`src/rtl/mmio_fifo_port_pkg.sv`:
```
// Shared definitions for the MMIO FIFO port: register offsets, STATUS and
// CTRL bit positions, and the STATUS word packing helper.
package mmio_fifo_port_pkg;

  // Word offsets inside the 16-byte register window (addr[3:2]).
  typedef enum logic [1:0] {
    OFF_TXDATA = 2'd0,
    OFF_RXDATA = 2'd1,
    OFF_STATUS = 2'd2,
    OFF_CTRL   = 2'd3
  } reg_off_e;

  // STATUS bit positions.
  localparam int unsigned STAT_TX_EMPTY     = 0;
  localparam int unsigned STAT_TX_FULL      = 1;
  localparam int unsigned STAT_RX_EMPTY     = 2;
  localparam int unsigned STAT_RX_FULL      = 3;
  localparam int unsigned STAT_TX_OVF       = 4;
  localparam int unsigned STAT_RX_UNF       = 5;
  localparam int unsigned STAT_TX_COUNT_LSB = 8;
  localparam int unsigned STAT_RX_COUNT_LSB = 16;
  localparam int unsigned STAT_COUNT_W      = 5;

  // CTRL bit positions.
  localparam int unsigned CTRL_FLUSH_TX  = 0;
  localparam int unsigned CTRL_FLUSH_RX  = 1;
  localparam int unsigned CTRL_CLR_FLAGS = 2;

  // Assemble the STATUS word; every bit not named here reads as zero.
  function automatic logic [31:0] pack_status(
    input logic                    tx_empty,
    input logic                    tx_full,
    input logic                    rx_empty,
    input logic                    rx_full,
    input logic                    tx_ovf,
    input logic                    rx_unf,
    input logic [STAT_COUNT_W-1:0] tx_count,
    input logic [STAT_COUNT_W-1:0] rx_count
  );
    logic [31:0] s;
    s                                        = 32'd0;
    s[STAT_TX_EMPTY]                         = tx_empty;
    s[STAT_TX_FULL]                          = tx_full;
    s[STAT_RX_EMPTY]                         = rx_empty;
    s[STAT_RX_FULL]                          = rx_full;
    s[STAT_TX_OVF]                           = tx_ovf;
    s[STAT_RX_UNF]                           = rx_unf;
    s[STAT_TX_COUNT_LSB +: STAT_COUNT_W]     = tx_count;
    s[STAT_RX_COUNT_LSB +: STAT_COUNT_W]     = rx_count;
    return s;
  endfunction

endpackage

```
`src/rtl/mmio_fifo_port_if.sv`:
```
// Processor-side memory-mapped bus: address/data/strobes out, load data back.
interface mmio_fifo_port_if;
  logic [31:0] addr;
  logic [31:0] wdata;
  logic        mem_write;
  logic        mem_read;
  logic [31:0] rdata;

  modport master (
    output addr, wdata, mem_write, mem_read,
    input  rdata
  );

  modport slave (
    input  addr, wdata, mem_write, mem_read,
    output rdata
  );
endinterface

```
`src/rtl/mmio_fifo_port_sync_fifo.sv`:
```
// Single-clock FIFO with push/pop/flush. Full/empty are judged on the
// start-of-cycle state, so a push into a full FIFO is dropped even when a
// pop happens in the same cycle. The head reads as zero while empty so no
// stale storage word ever leaks out after reset or flush.
module sync_fifo #(
  parameter int unsigned WIDTH = 32,
  parameter int unsigned DEPTH = 8,
  localparam int unsigned PTR_W = $clog2(DEPTH),
  localparam int unsigned CNT_W = PTR_W + 1
) (
  input  logic             clk,
  input  logic             rst,
  input  logic             push,
  input  logic [WIDTH-1:0] push_data,
  input  logic             pop,
  input  logic             flush,
  output logic [WIDTH-1:0] head_data,
  output logic             full,
  output logic             empty,
  output logic [CNT_W-1:0] count
);

  logic [PTR_W-1:0] wr_ptr_q, wr_ptr_d;
  logic [PTR_W-1:0] rd_ptr_q, rd_ptr_d;
  logic [CNT_W-1:0] count_q, count_d;
  logic [WIDTH-1:0] mem_q [DEPTH];
  logic             push_en_s;
  logic             pop_en_s;

  assign full      = (count_q == CNT_W'(DEPTH));
  assign empty     = (count_q == {CNT_W{1'b0}});
  assign count     = count_q;
  assign head_data = empty ? {WIDTH{1'b0}} : mem_q[rd_ptr_q];

  // Next pointers and occupancy; flush beats any same-cycle push or pop.
  always_comb begin
    push_en_s = push && !full;
    pop_en_s  = pop && !empty;
    wr_ptr_d  = wr_ptr_q;
    rd_ptr_d  = rd_ptr_q;
    count_d   = count_q;
    if (flush) begin
      wr_ptr_d = {PTR_W{1'b0}};
      rd_ptr_d = {PTR_W{1'b0}};
      count_d  = {CNT_W{1'b0}};
    end else begin
      if (push_en_s) begin
        wr_ptr_d = wr_ptr_q + PTR_W'(1);
      end else begin
        wr_ptr_d = wr_ptr_q;
      end
      if (pop_en_s) begin
        rd_ptr_d = rd_ptr_q + PTR_W'(1);
      end else begin
        rd_ptr_d = rd_ptr_q;
      end
      case ({push_en_s, pop_en_s})
        2'b10:   count_d = count_q + CNT_W'(1);
        2'b01:   count_d = count_q - CNT_W'(1);
        default: count_d = count_q;
      endcase
    end
  end

  // Pointer and occupancy state with synchronous reset.
  always_ff @(posedge clk) begin
    if (rst) begin
      wr_ptr_q <= {PTR_W{1'b0}};
      rd_ptr_q <= {PTR_W{1'b0}};
      count_q  <= {CNT_W{1'b0}};
    end else begin
      wr_ptr_q <= wr_ptr_d;
      rd_ptr_q <= rd_ptr_d;
      count_q  <= count_d;
    end
  end

  // Storage array; contents are never cleared, the empty gate hides them.
  always_ff @(posedge clk) begin
    if (push_en_s && !flush && !rst) begin
      mem_q[wr_ptr_q] <= push_data;
    end
  end

endmodule

```
`src/rtl/mmio_fifo_port.sv`:
```
// Memory-mapped TX/RX FIFO port: a 16-byte register window lets the
// processor push words toward an external consumer and pop words offered
// by an external producer, with STATUS/CTRL registers and sticky error flags.
module mmio_fifo_port
  import mmio_fifo_port_pkg::*;
#(
  parameter logic [31:0] BASE_ADDR = 32'h0000_1000,
  parameter int unsigned DEPTH     = 8
) (
  input  logic                    clk,
  input  logic                    rst,
  mmio_fifo_port_if.slave         bus,
  output logic [31:0]             tx_data,
  output logic                    tx_valid,
  input  logic                    tx_ready,
  input  logic [31:0]             rx_data,
  input  logic                    rx_valid,
  output logic                    rx_ready
);

  localparam int unsigned CNT_W = $clog2(DEPTH) + 1;

  logic             hit_s;
  reg_off_e         off_s;
  logic             tx_push_req_s;
  logic             rx_pop_req_s;
  logic             ctrl_wr_s;
  logic             tx_flush_s;
  logic             rx_flush_s;
  logic             flag_clr_s;
  logic             tx_ovf_set_s;
  logic             rx_unf_set_s;
  logic             tx_pop_s;
  logic             rx_push_s;
  logic             tx_full_s, tx_empty_s;
  logic             rx_full_s, rx_empty_s;
  logic [CNT_W-1:0] tx_count_s, rx_count_s;
  logic [31:0]      tx_head_s, rx_head_s;
  logic [31:0]      status_s;
  logic             unused_addr_s;

  logic             tx_ovf_q, tx_ovf_d;
  logic             rx_unf_q, rx_unf_d;
  logic [31:0]      rdata_q, rdata_d;

  // Byte-lane bits do not take part in decode.
  assign unused_addr_s = ^bus.addr[1:0];

  assign hit_s         = (bus.addr[31:4] == BASE_ADDR[31:4]);
  assign off_s         = reg_off_e'(bus.addr[3:2]);
  assign tx_push_req_s = bus.mem_write && hit_s && (off_s == OFF_TXDATA);
  assign rx_pop_req_s  = bus.mem_read  && hit_s && (off_s == OFF_RXDATA);
  assign ctrl_wr_s     = bus.mem_write && hit_s && (off_s == OFF_CTRL);
  assign tx_flush_s    = ctrl_wr_s && bus.wdata[CTRL_FLUSH_TX];
  assign rx_flush_s    = ctrl_wr_s && bus.wdata[CTRL_FLUSH_RX];
  assign flag_clr_s    = ctrl_wr_s && bus.wdata[CTRL_CLR_FLAGS];
  assign tx_ovf_set_s  = tx_push_req_s && tx_full_s;
  assign rx_unf_set_s  = rx_pop_req_s && rx_empty_s;

  assign tx_valid  = !tx_empty_s;
  assign tx_data   = tx_head_s;
  assign rx_ready  = !rx_full_s;
  assign tx_pop_s  = tx_valid && tx_ready;
  assign rx_push_s = rx_valid && rx_ready;
  assign bus.rdata = rdata_q;

  assign status_s = pack_status(tx_empty_s, tx_full_s, rx_empty_s, rx_full_s,
                                tx_ovf_q, rx_unf_q,
                                STAT_COUNT_W'(tx_count_s),
                                STAT_COUNT_W'(rx_count_s));

  sync_fifo #(.WIDTH(32), .DEPTH(DEPTH)) u_tx_fifo (
    .clk       (clk),
    .rst       (rst),
    .push      (tx_push_req_s),
    .push_data (bus.wdata),
    .pop       (tx_pop_s),
    .flush     (tx_flush_s),
    .head_data (tx_head_s),
    .full      (tx_full_s),
    .empty     (tx_empty_s),
    .count     (tx_count_s)
  );

  sync_fifo #(.WIDTH(32), .DEPTH(DEPTH)) u_rx_fifo (
    .clk       (clk),
    .rst       (rst),
    .push      (rx_push_s),
    .push_data (rx_data),
    .pop       (rx_pop_req_s),
    .flush     (rx_flush_s),
    .head_data (rx_head_s),
    .full      (rx_full_s),
    .empty     (rx_empty_s),
    .count     (rx_count_s)
  );

  // Load data: RXDATA head or STATUS on a hit load, zero on any other load,
  // otherwise hold the last value.
  always_comb begin
    rdata_d = rdata_q;
    if (bus.mem_read) begin
      if (hit_s) begin
        case (off_s)
          OFF_RXDATA: rdata_d = rx_empty_s ? 32'd0 : rx_head_s;
          OFF_STATUS: rdata_d = status_s;
          default:    rdata_d = 32'd0;
        endcase
      end else begin
        rdata_d = 32'd0;
      end
    end else begin
      rdata_d = rdata_q;
    end
  end

  // Sticky error flags: setting wins over a same-cycle clear.
  always_comb begin
    tx_ovf_d = tx_ovf_q;
    rx_unf_d = rx_unf_q;
    if (tx_ovf_set_s) begin
      tx_ovf_d = 1'b1;
    end else if (flag_clr_s) begin
      tx_ovf_d = 1'b0;
    end else begin
      tx_ovf_d = tx_ovf_q;
    end
    if (rx_unf_set_s) begin
      rx_unf_d = 1'b1;
    end else if (flag_clr_s) begin
      rx_unf_d = 1'b0;
    end else begin
      rx_unf_d = rx_unf_q;
    end
  end

  // Register load data and flags; reset overrides any same-cycle access.
  always_ff @(posedge clk) begin
    if (rst) begin
      rdata_q  <= 32'd0;
      tx_ovf_q <= 1'b0;
      rx_unf_q <= 1'b0;
    end else begin
      rdata_q  <= rdata_d;
      tx_ovf_q <= tx_ovf_d;
      rx_unf_q <= rx_unf_d;
    end
  end

endmodule
```
`src/flat_wrapper.sv`:
```
// flat-port wrapper written by rule: the top's interface ports become plain ports
module mmio_fifo_port_flat import mmio_fifo_port_pkg::*;
#(
  parameter logic [31:0] BASE_ADDR = 32'h0000_1000,
  parameter int unsigned DEPTH     = 8
)
  (clk, rst, tx_data, tx_valid, tx_ready, rx_data, rx_valid, rx_ready, bus_addr, bus_wdata, bus_mem_write, bus_mem_read, bus_rdata);
  mmio_fifo_port_if bus_i ();
  input  logic clk;
  input  logic rst;
  output logic [31:0] tx_data;
  output logic tx_valid;
  input  logic tx_ready;
  input  logic [31:0] rx_data;
  input  logic rx_valid;
  output logic rx_ready;
  input wire logic [$bits(bus_i.addr)-1:0] bus_addr;
  input wire logic [$bits(bus_i.wdata)-1:0] bus_wdata;
  input wire logic [$bits(bus_i.mem_write)-1:0] bus_mem_write;
  input wire logic [$bits(bus_i.mem_read)-1:0] bus_mem_read;
  output wire logic [$bits(bus_i.rdata)-1:0] bus_rdata;
  assign bus_i.addr = bus_addr;
  assign bus_i.wdata = bus_wdata;
  assign bus_i.mem_write = bus_mem_write;
  assign bus_i.mem_read = bus_mem_read;
  assign bus_rdata = bus_i.rdata;
  mmio_fifo_port #(.BASE_ADDR(BASE_ADDR), .DEPTH(DEPTH)) u_core (.clk(clk), .rst(rst), .bus(bus_i), .tx_data(tx_data), .tx_valid(tx_valid), .tx_ready(tx_ready), .rx_data(rx_data), .rx_valid(rx_valid), .rx_ready(rx_ready));
endmodule
```
`config.mk`:
```
export PLATFORM = sky130hd
export DESIGN_NAME = mmio_fifo_port_flat
export DESIGN_NICKNAME = d
export VERILOG_FILES = /design/src/rtl/mmio_fifo_port_pkg.sv /design/src/rtl/mmio_fifo_port_if.sv /design/src/rtl/mmio_fifo_port_sync_fifo.sv /design/src/rtl/mmio_fifo_port.sv /design/src/flat_wrapper.sv
export SDC_FILE = /design/constraint.sdc
export NUM_CORES = 1
export LEC_CHECK = 0
export BUFFER_PORTS_ARGS = -buffer_cell sky130_fd_sc_hd__buf_2
export CORE_UTILIZATION = 55
export CTS_BUF_LIST = sky130_fd_sc_hd__clkbuf_16
export DETAILED_ROUTE_END_ITERATION = 10
export GPL_TIMING_DRIVEN = 1
export HOLD_SLACK_MARGIN = 0.05
export PLACE_DENSITY = 0.71
export SLEW_MARGIN = 10
export SYNTH_ARGS = -nofsm -noshare
export SYNTH_HDL_FRONTEND = slang
export SYNTH_SLANG_ARGS = --single-unit
```
`constraint.sdc`:
```
create_clock -name clk -period 16.2 [get_ports clk]
set_input_delay 3.24 -clock clk [delete_from_list [all_inputs] [get_ports clk]]
set_output_delay 3.24 -clock clk [all_outputs]
set_load 0.05 [all_outputs]
```
==> flow_summary.toml <==
[outcome]
status = "complete, no violations"

[worst_setup_path]
critPathTopFamily = "buffers and inverters"
start_kind = "register"
crit_chain = "buf_4, mux4_2, mux2i_1, nor2_1, buf_2"
worst_ep_arrival_time_ns = 3.12
r2r-start = "u_core.u_tx_fifo.count[1]$_SDFFE_PP0P_"
cp_num_cells = 5
path_buf_inv = 2
required_ns = 12.96
r2r_cells = 5
end_kind = "primary output"
crit_slowest_cell = "buf_4"
crit_fanout = 46
critical_path_class = "reg2out"
critical_path.max_stage_delay_ns = 0.80
rrSetupSlack_ns = 13.01

[floorplanning]
die_h_um = 203
fp-row-count = 73
ios = 168
initial_core_util_pct = 55.9
coreArea_um2 = 39800
die_x_um = 203
fp.dieArea_um2 = 41300

[detailed_routing]
wl_met1_um = 18000
vias = 11500
wl_met3_um = 2680
wire_per_inst_um = 23.2
wl_met2_um = 23200
vias_per_cell = 5.94
drt_iter0_markers = 781
first_pass_iters = 5
ant_nets = 0
drc = 0
finalWirelength_um = 44900
top_layer = "met5"

[synth]
synth_compound_area_share_pct = 3.90
synth-main-ff-cell = "edfxtp_1"
synth_xor_area_share_pct = 0.394
yosysSeqAreaShare_pct = 74.5
synthMuxAreaShare_pct = 14.4
synthesis.nets = 1304
synth-seq-cells = 572
synthCells = 1188
synthAdderAreaFrac_pct = 0.787
yosysUniqueCellTypes = 54
yosysWarningCount = 0
synth_top_family_by_area = "multiplexers"
synth_area_um2 = 22200
synth-async-reset-ratio_pct = 0
yosys.area_share.simple_pct = 4.48
avgSynthCellArea_um2 = 18.7
synth-edff-count = 512

[hold_path]
hold_depth = 2
hold_class = "reg2reg"
min_from = "u_core.bus.rdata[29]$_SDFFE_PP0P_"

[clock_network]
post_cts_buffers = 0
clock-sinks = 572
cts_buffer_depth = 3
root_buffer = "clkbuf_16"
htreeDepth = 2
cts_hold_buf = 0
cts_buffers = 54
cts.clk_slew.worst_paths_ns = 0.06
post_cts_resized = 0
clock_latency_ns = 0.61
cts_tree = "built"

[sta]
finClkSkew_ns = 0.0219
finalCritPeriodShare_pct = 39.3
holdWs_ns = 0.444
rsz0062_at_grt = "false"
worstMarginPinSlew_ns = 1.10
hold_viol_final = 0
max-slew-margin-rel_pct = 26.1
clock.fmax_mhz = 157
setup_viol = 0
maxSlewViolCount = 0
finalWorstSetupSlack_ns = 9.84
final.setup.tns_ns = 0
min_period_ns = 6.36

[layout]
layout-drive-gt1-share_pct = 27.8
syn2layout_area_growth_pct = 14.1
nNetsFinal = 1484
n_fill_cell = 2792

[placement]
io_buffers = 165
place_ws_ns = 9.47
dp.final_hpwl_um = 25200
gp_congestion = 0.772

[global_route]
grt_pass1_vias = 11700
grt_first_pass_wirelength_um = 68500
grt_antenna_before_repair = 6
grt_max_degree = 57
grt_util_all_layers_pct = 22.3
overflow = 0

[power]
pwr-share-clk_pct = 40.9
netSwitchingPower_uw = 558
internal_power_mw = 2.28
leakage_nw = 8.17
ir_drop_mv = 0.104
pwr-share-seq_pct = 57.0
p_sw_share_pct = 19.6
combinationalPowerShare_pct = 2.1
powerDensity_nw_per_um2 = 112

[job]
cap_violations = 0
logic make-up (layout without fill, tap and decap cells):
| logic type | after synthesis | count (layout) |
|---|---|---|
| other | 0 | 2 |
| XOR/XNOR | 10 | 10 |
| AO/OA/AOI/OAI | 125 | 125 |
| multiplexers | 201 | 201 |
| flip-flops | 572 | 572 |
| adder cells (fa/ha/maj) | 14 | 14 |
| AND/OR/NAND/NOR | 190 | 190 |
| buffers and inverters | 76 | 296 |
flip-flops by register name, indices dropped and copies added, names as in the netlist, named ones only:
signal                     flops
u_core.u_rx_fifo.mem_q       256
u_core.u_tx_fifo.mem_q       256
u_core.bus.rdata              32
u_core.u_rx_fifo.count         4
u_core.u_tx_fifo.count         4
u_core.u_rx_fifo.rd_ptr_q      3
u_core.u_rx_fifo.wr_ptr_q      3
u_core.u_tx_fifo.rd_ptr_q      3
u_core.u_tx_fifo.wr_ptr_q      3
u_core.rx_unf_q                1
u_core.tx_ovf_q                1
placed cells by master, fill, tap and decap left out, types with 14 or more instances in the layout:
cell,synthesis,routed
edfxtp_1,512,512
nand3_1,15,15
mux4_2,96,96
nand2_1,55,55
buf_4,4,27
clkbuf_16,0,54
inv_1,5,25
dfxtp_1,60,56
buf_2,22,165
ha_1,14,14
o21ai_1,16,16
nor2_1,54,53
mux2i_1,104,104
a22oi_1,55,55
cells in the mapped netlist (3+ instances only):
| master | number | area (um2) |
|---|---|---|
| a21oi_1 | 13 | 65.1 |
| a221oi_1 | 12 | 105 |
| a22oi_1 | 55 | 413 |
| and2_1 | 4 | 25.0 |
| and3_1 | 4 | 25.0 |
| buf_1 | 7 | 26.3 |
| buf_2 | 22 | 110 |
| buf_4 | 4 | 30.0 |
| clkbuf_1 | 35 | 131 |
| dfxtp_1 | 60 | 1200 |
| edfxtp_1 | 512 | 15400 |
| ha_1 | 14 | 175 |
| inv_1 | 5 | 18.8 |
| mux2i_1 | 104 | 1040 |
| mux4_2 | 96 | 2160 |
| nand2_1 | 55 | 206 |
| nand3_1 | 15 | 75.1 |
| nand4_1 | 7 | 43.8 |
| nor2_1 | 54 | 203 |
| nor2b_1 | 4 | 25.0 |
| nor3_1 | 12 | 60.1 |
| nor4_1 | 7 | 43.8 |
| nor4_2 | 4 | 50.1 |
| nor4_4 | 3 | 63.8 |
| o21ai_0 | 11 | 55.1 |
| o21ai_1 | 16 | 80.1 |
| o31ai_1 | 5 | 37.5 |
| or3_1 | 3 | 18.8 |
| or4_1 | 4 | 30.0 |
| xor2_1 | 8 | 70.1 |
per-stage QoR:
stage          power (mW)  instances  util [%]  cell area (um2)
2_1_floorplan        1.67       1188         -            22200
3_3_place_gp         1.71       1837      59.6            23700
3_5_place_dp         1.71       1837      59.6            23700
4_1_cts              2.86       1933      63.7            25400
5_1_grt              2.92       1933      63.7            25400
6_report             2.84       1935      63.7            25400
tightest hold or removal path, cell delays in order, from the launching register on:
cell and delay, ns:
dfxtp_1 0.30, nand2_1 0.05, o21ai_1 0.05
area by class of cell:
class,instances,area (um2),area share (%)
Sequential cell,572,16600,65.3
Multi-Input combinational cell,540,5450,21.5
Clock buffer,54,1350,5.32
Timing Repair Buffer,192,1030,4.05
Tap cell,525,657,2.59
Clock inverter,42,279,1.10
Inverter,8,30.0,0.118
Antenna cell,2,5.00,0.0197
metal layers:
metal  up-vias  GRT usage, %
met5         -             0
met4         8          5.99
met3        73          4.98
met2       313          38.5
met1      5927          28.7
li1       5175             -
power by group through the flow:
| stage | combinational (mW) | clock (mW) | sequential (mW) |
|---|---|---|---|
| floorplan | 0.0227 | 0 | 1.65 |
| detailed placement | 0.0600 | 0 | 1.65 |
| global placement | 0.0570 | 0 | 1.65 |
| CTS | 0.0602 | 1.19 | 1.62 |
| global route | 0.0663 | 1.24 | 1.62 |
| finish | 0.0599 | 1.16 | 1.62 |
path summary, 6_finish.rpt:
kind,to
worst max-delay path,tx_data[26]
worst min-delay path,u_core.bus.rdata[29]$_SDFFE_PP0P_
worst max register to register,u_core.u_tx_fifo.mem_q[0][7]$_DFFE_PP_
worst min register to register,u_core.bus.rdata[29]$_SDFFE_PP0P_
No activity file was read; power rests on OpenSTA's default activity.
